### src/rtl/fft_pkg.sv
// fft_pkg: shared FFT types and widths for the scheduler and datapath.
package fft_pkg;
    typedef enum logic [1:0] {IDLE, CALC, DRAIN} state_t;
    localparam int CPLX_W = 34;
    localparam int VEC_W  = 4 * CPLX_W;
    localparam int ROT_W  = 3;
endpackage

### src/rtl/fft_sched.sv
// fft_sched: sequences s_p -> butterfly passes -> p_s for one frame, with one-deep queue.
module fft_sched import fft_pkg::*; #(
    parameter int NUM_STAGES = 3,
    parameter int PS_CYCLES  = 4,
    parameter int ROT_BASE   = 0,
    parameter int CNT_W      = 16
) (
    input  logic             clk,
    input  logic             rst_n,
    input  logic             enable,
    input  logic             s_p_flag_in,
    input  logic             clr_ovr,
    output logic             mux_flag,
    output logic [ROT_W-1:0] rotation,
    output logic             reg_flag,
    output logic             p_s_flag,
    output logic             busy,
    output logic             frame_done,
    output logic             overrun,
    output logic [CNT_W-1:0] frame_cnt
);
    localparam int SW = (NUM_STAGES > 1) ? $clog2(NUM_STAGES) : 1;
    localparam int DW = (PS_CYCLES > 1) ? $clog2(PS_CYCLES) : 1;

    if (NUM_STAGES < 2 || PS_CYCLES < 1) begin : g_bad_param
        $error("fft_sched: NUM_STAGES must be >= 2 and PS_CYCLES >= 1");
    end

    state_t state, state_nx;
    logic [SW-1:0] stage_cnt, stage_nx;
    logic [DW-1:0] drain_cnt, drain_nx;
    logic [CNT_W-1:0] frame_cnt_nx;
    logic pending, pending_nx, overrun_nx;
    logic acc, last_stage, last_drain;

    assign acc        = enable & s_p_flag_in;
    assign last_stage = stage_cnt == SW'(NUM_STAGES - 1);
    assign last_drain = drain_cnt == DW'(PS_CYCLES - 1);

    assign mux_flag   = (state == CALC) && (stage_cnt != '0);
    assign rotation   = (state == CALC) ? ROT_W'(ROT_BASE + int'(stage_cnt)) : '0;
    assign reg_flag   = (state == CALC) && !last_stage;
    assign p_s_flag   = (state == CALC) && last_stage;
    assign busy       = state != IDLE;
    assign frame_done = (state == DRAIN) && last_drain;

    always_comb begin
        state_nx     = state;
        stage_nx     = stage_cnt;
        drain_nx     = drain_cnt;
        frame_cnt_nx = frame_cnt;
        pending_nx   = pending;
        overrun_nx   = overrun & ~clr_ovr;
        // A second frame arriving while one is already queued is dropped
        if (busy && acc) begin
            if (pending)
                overrun_nx = 1'b1;
            else
                pending_nx = 1'b1;
        end
        case (state)
            IDLE: begin
                if (acc) begin
                    state_nx = CALC;
                    stage_nx = '0;
                end
            end
            CALC: begin
                if (last_stage) begin
                    state_nx = DRAIN;
                    drain_nx = '0;
                end else begin
                    stage_nx = stage_cnt + 1'b1;
                end
            end
            DRAIN: begin
                if (last_drain) begin
                    frame_cnt_nx = frame_cnt + 1'b1;
                    state_nx     = (pending || acc) ? CALC : IDLE;
                    stage_nx     = '0;
                    // The queued frame starts now; a fresh arrival takes its slot
                    pending_nx   = pending & acc;
                    overrun_nx   = overrun & ~clr_ovr;
                end else begin
                    drain_nx = drain_cnt + 1'b1;
                end
            end
            default: state_nx = IDLE;
        endcase
    end

    always_ff @(posedge clk or negedge rst_n) begin
        if (!rst_n) begin
            state     <= IDLE;
            stage_cnt <= '0;
            drain_cnt <= '0;
            pending   <= 1'b0;
            overrun   <= 1'b0;
            frame_cnt <= '0;
        end else begin
            state     <= state_nx;
            stage_cnt <= stage_nx;
            drain_cnt <= drain_nx;
            pending   <= pending_nx;
            overrun   <= overrun_nx;
            frame_cnt <= frame_cnt_nx;
        end
    end
endmodule

### config.mk
export PLATFORM = sky130hd
export DESIGN_NAME = fft_sched
export DESIGN_NICKNAME = d
export VERILOG_FILES = /design/src/rtl/fft_pkg.sv /design/src/rtl/fft_sched.sv
export SDC_FILE = /design/constraint.sdc
export NUM_CORES = 1
export LEC_CHECK = 0
export ABC_AREA = 1
export CORE_MARGIN = 10
export CORE_UTILIZATION = 30
export DETAILED_ROUTE_END_ITERATION = 6
export HOLD_SLACK_MARGIN = 0.12
export PLACE_DENSITY_LB_ADDON = 0.25
export SYNTH_ARGS = -nofsm -noshare
export SYNTH_HDL_FRONTEND = slang
export SYNTH_SLANG_ARGS = --single-unit
### constraint.sdc
create_clock -name clk -period 2.6 [get_ports clk]
set_input_delay 0.52 -clock clk [delete_from_list [all_inputs] [get_ports clk]]
set_output_delay 0.52 -clock clk [all_outputs]
set_load 0.01 [all_outputs]
# After elaboration in Yosys (flattened, before gate mapping)
# Index checks and enable logic that the tools add are counted.
# W data, S select, Z words.
dict set report word_totals {
  ff_bits 24
}
dict set report op_classes {
  addsub 3
  eq_ne 9
  mux 20
  n_bitwise 4
  n_reduce_logical 16
}
# operator n
set op_table {}
lappend op_table {{$mux W2} 9}
lappend op_table {{$add A16 B1 Y16 const B} 1}
lappend op_table {{$pmux W2 S3} 2}
lappend op_table {{$ne A2 B2 Y1 const B} 5}
lappend op_table {{$mux W1} 8}
lappend op_table {{$eq A2 B2 Y1 const B} 3}
lappend op_table {{$reduce_and A3 Y1} 2}
lappend op_table {{$reduce_bool A2 Y1} 3}
lappend op_table {{$logic_and A1 B1 Y1} 5}
lappend op_table {{$add A2 B1 Y2 const B} 2}
lappend op_table {{$pmux W2 S2} 1}
lappend op_table {{$reduce_and A4 Y1} 1}
lappend op_table {{$and A1 B1 Y1} 3}
lappend op_table {{$reduce_bool A3 Y1} 1}
lappend op_table {{$eq A2 B1 Y1 const B} 1}
lappend op_table {{$logic_not A2 Y1} 1}
lappend op_table {{$reduce_and A2 Y1} 1}
lappend op_table {{$logic_not A1 Y1} 1}
lappend op_table {{$logic_or A1 B1 Y1} 1}
lappend op_table {{$not A1 Y1} 1}

# Logic depth before layout (Yosys ltp)
dict set report depth {
  word_depth 6
  ltp_mapped 8
}

# Worst setup path after synthesis
# No wires, ideal clock.
dict set report synth_path {
  path_kind {register to output}
  start {register drain_cnt[0]}
  end {output port frame_done}
  t_arrival_ns 0.880
  required_ns 2.080
  setup_slack_ns 1.200
  path_stages_with_launch 4
  path_buffers 0
  path_cell_list {dfrtp_1 ha_1 nand3_4 inv_1}
}
dict set report synth_between {
  elab_chain_len 2
}
# item line
set synth_rtl {}
lappend synth_rtl {{start, declared} fft_sched.sv:31} ;# logic [DW-1:0] drain_cnt, drain_nx;
lappend synth_rtl {{start signal, assigned} fft_sched.sv:103} ;# drain_cnt <= drain_nx;
lappend synth_rtl {{$eq A2 B2 Y1} fft_sched.sv:38} ;# assign last_drain = drain_cnt == DW'(PS_CYCLES - 1);
lappend synth_rtl {{$logic_and A1 B1 Y1} fft_sched.sv:45} ;# assign frame_done = (state == DRAIN) && last_drain;
lappend synth_rtl {{end, declared} fft_sched.sv:18} ;# output logic frame_done,
# Every way passes these cells.

# Worst setup path in the final report
dict set report layout_path {
  start {register state[1]}
  end {output port reg_flag}
}
dict set report layout_between {
  elab_chain_len 2
}
# item line
set layout_rtl {}
lappend layout_rtl {{start, declared} fft_sched.sv:29} ;# state_t state, state_nx;
lappend layout_rtl {{start signal, assigned} fft_sched.sv:101} ;# state <= state_nx;
lappend layout_rtl {{$eq A2 B1 Y1} fft_sched.sv:42} ;# assign reg_flag = (state == CALC) && !last_stage;
lappend layout_rtl {{$logic_and A1 B1 Y1} fft_sched.sv:42}
lappend layout_rtl {{end, declared} fft_sched.sv:15} ;# output logic reg_flag,
# Every way passes these cells.

==> flow_summary.toml <==
[outcome]
status = "finished clean"

[placement]
gp_congestion = 0.788
place.detailed.hpwl_mm = 2.13
numPlacedInstances = 217
io_buffers = 28

[critical_path]
worstSetupPathType = "flop to output port"
cp.arrival_ps = 1770
critPathRequiredTime_ps = 2080
worstSetupEndpointType = "output port"
crit_path_max_fanout = 6
start_kind = "flop"

[final_layout]
final_cells = 221
drive_gt1_frac = 0.105
antennaDiodeCount = 0
mostFrequentLayoutCells = "31 x nand2_1, 28 x clkdlybuf4s50_1, 24 x dfrtp_1"
syn_to_final_growth_pct = 30.9
final_common_cell = "nand2_1"
nNetsFinal = 181

[cts]
cts_resized = 0
clk_latency_ps = 260
clock_sinks = 24
post_cts_buffers = 0
root_buffer = "clkbuf_8"
ctsHtreeMaxLevel = 1
cts_buffers = 3
cts_tree = "done"
clockBufferDepth = 2
hold_buffers = 0
cts.clk_slew.worst_paths_ps = 80

[global_routing]
first_global_vias = 1020
antenna_found_initial = 0
grt_first_pass_wirelength_mm = 4.74
grt_overflow_total = 0
track_usage = 0.0768
grt_max_degree = 25

[yosys]
synth_area_leaders = "dfrtp_1 47%, nand2_1 9.0%, inv_1 5.5%"
syn_area_per_cell_um2 = 9.25
syn_inst = 139
yosysUniqueCellTypes = 29
syn_nets = 148
ys.flop_type = "dfrtp_1"
synth_top_area_frac = 0.467
synth_top_cell_by_area = "dfrtp_1"
synth_area_um2 = 1290
synth_edf_count = 0
synth_warnings = 0
synthArstFlopShare = 1.00
ys_ff_latch = 24
ys_seq_area_frac = 0.467

[route]
wire_per_inst_um = 11.9
vias_per_cell = 4.25
antenna_left = 0
drt-pass1-iter-count = 4
vias = 939
wirelength_mm = 2.62
drt_iter0_drc = 29
drc = 0

[timing]
fin_skew_ps = 3.13
setup_viol = 0
final.period_utilization = 0.881
clock.fmax_ghz = 0.436
fin_tns_setup_ps = 0
hold_viol = 0
fin_crit_ps = 2290
drv_slew = 0
rsz0062_at_grt = "no"

[pwr]
power_leakage_nw = 0.852
ir_drop_mv = 0.318
p_per_area_nw_per_um2 = 667

[floorplanning]
die_y_um = 85.5
die_width_um = 85.5
die_area_um2 = 7310
coreArea_um2 = 4090
start_util = 0.315
std_cell_rows = 23
pin_count = 30

[worst_hold_path]
worst_hold_path_type = "flop to flop"

[job]
cap_violations = 0
logic make-up (layout without fill, tap and decap cells):
kind of cell,Yosys count,after routing,share of synthesized area
compound gates,9,9,0.0438
xor+xnor,12,12,0.0934
fa+ha+maj,4,4,0.0389
buf+inv,21,53,0.0642
flops,24,24,0.467
other cells,1,1,0.00292
simple gates,68,68,0.290
synth_stat cells, types with 2 or more instances:
cell type  count
ha_1           4
nor2_1        16
nor3_1         2
o21ai_1        3
xor2_2         2
nand4_1        3
nand2_1       31
nand3_1        5
xor2_1         5
xnor2_1        5
inv_1         19
nand2_4        2
nor2_8         3
dfrtp_1       24
layout make-up:
cell class | count | area, µm²
clock buffers | 4 | 55.1
fillers | 421 | 2400
inverters | 20 | 75.1
multi-input cells | 94 | 603
flip-flops and latches | 24 | 601
well taps | 50 | 62.6
repair buffers | 29 | 288
metal layers:
| metal | up-vias | global-route usage | share of wire |
|---|---|---|---|
| met4 | 0 | 0.0269 | 0.011 |
| met5 | - | 0 | 0 |
| li1 | 494 | - | - |
| met1 | 432 | 0.0868 | 0.44 |
| met3 | 2 | 0.0163 | 0.036 |
| met2 | 11 | 0.138 | 0.51 |
per-stage QoR:
step           utilization  hold WS, ps  power, mW  cell area [µm²]  worst slack, ps
5_1_grt              0.412          509       1.22             1680              160
3_5_place_dp         0.399          464      0.887             1630              591
6_report             0.412          479       1.12             1680              309
2_1_floorplan            -          224      0.703             1290             1200
3_3_place_gp         0.399          456      0.872             1630              648
4_1_cts              0.412          483       1.14             1680              297
state kept, by name (all words and copies together) (netlist names):
| signal | count |
|---|---|
| stage_cnt | 2 |
| overrun | 1 |
| frame_cnt | 16 |
| pending | 1 |
| drain_cnt | 2 |
| state | 2 |
worst paths after layout:
check	startpoint	to	slack (ps)	cells after the start
min in group asynchronous	rst_n	stage_cnt[1]	610	2
min reg2reg	stage_cnt[0]	stage_cnt[0]	480	2
min	stage_cnt[0]	stage_cnt[0]	480	2
max in group asynchronous	rst_n	pending	1740	2
max	state[1]	reg_flag	310	4
max reg2reg	frame_cnt[0]	frame_cnt[12]	1170	8
power breakdown:
part / total [mW] / leakage, nW / internal [mW] / switching, mW
clock: 0.252 / 0.0288 / 0.135 / 0.117
combinational: 0.397 / 0.502 / 0.190 / 0.208
sequential: 0.475 / 0.321 / 0.428 / 0.0469
worst max-delay path, cell delays in order (launching register included):
cell	delay, ps
dfrtp_1	450
inv_1	100
nand2_1	120
nor2_1	250
clkdlybuf4s50_1	590
Note: power is estimated with default switching activity, not from simulation.
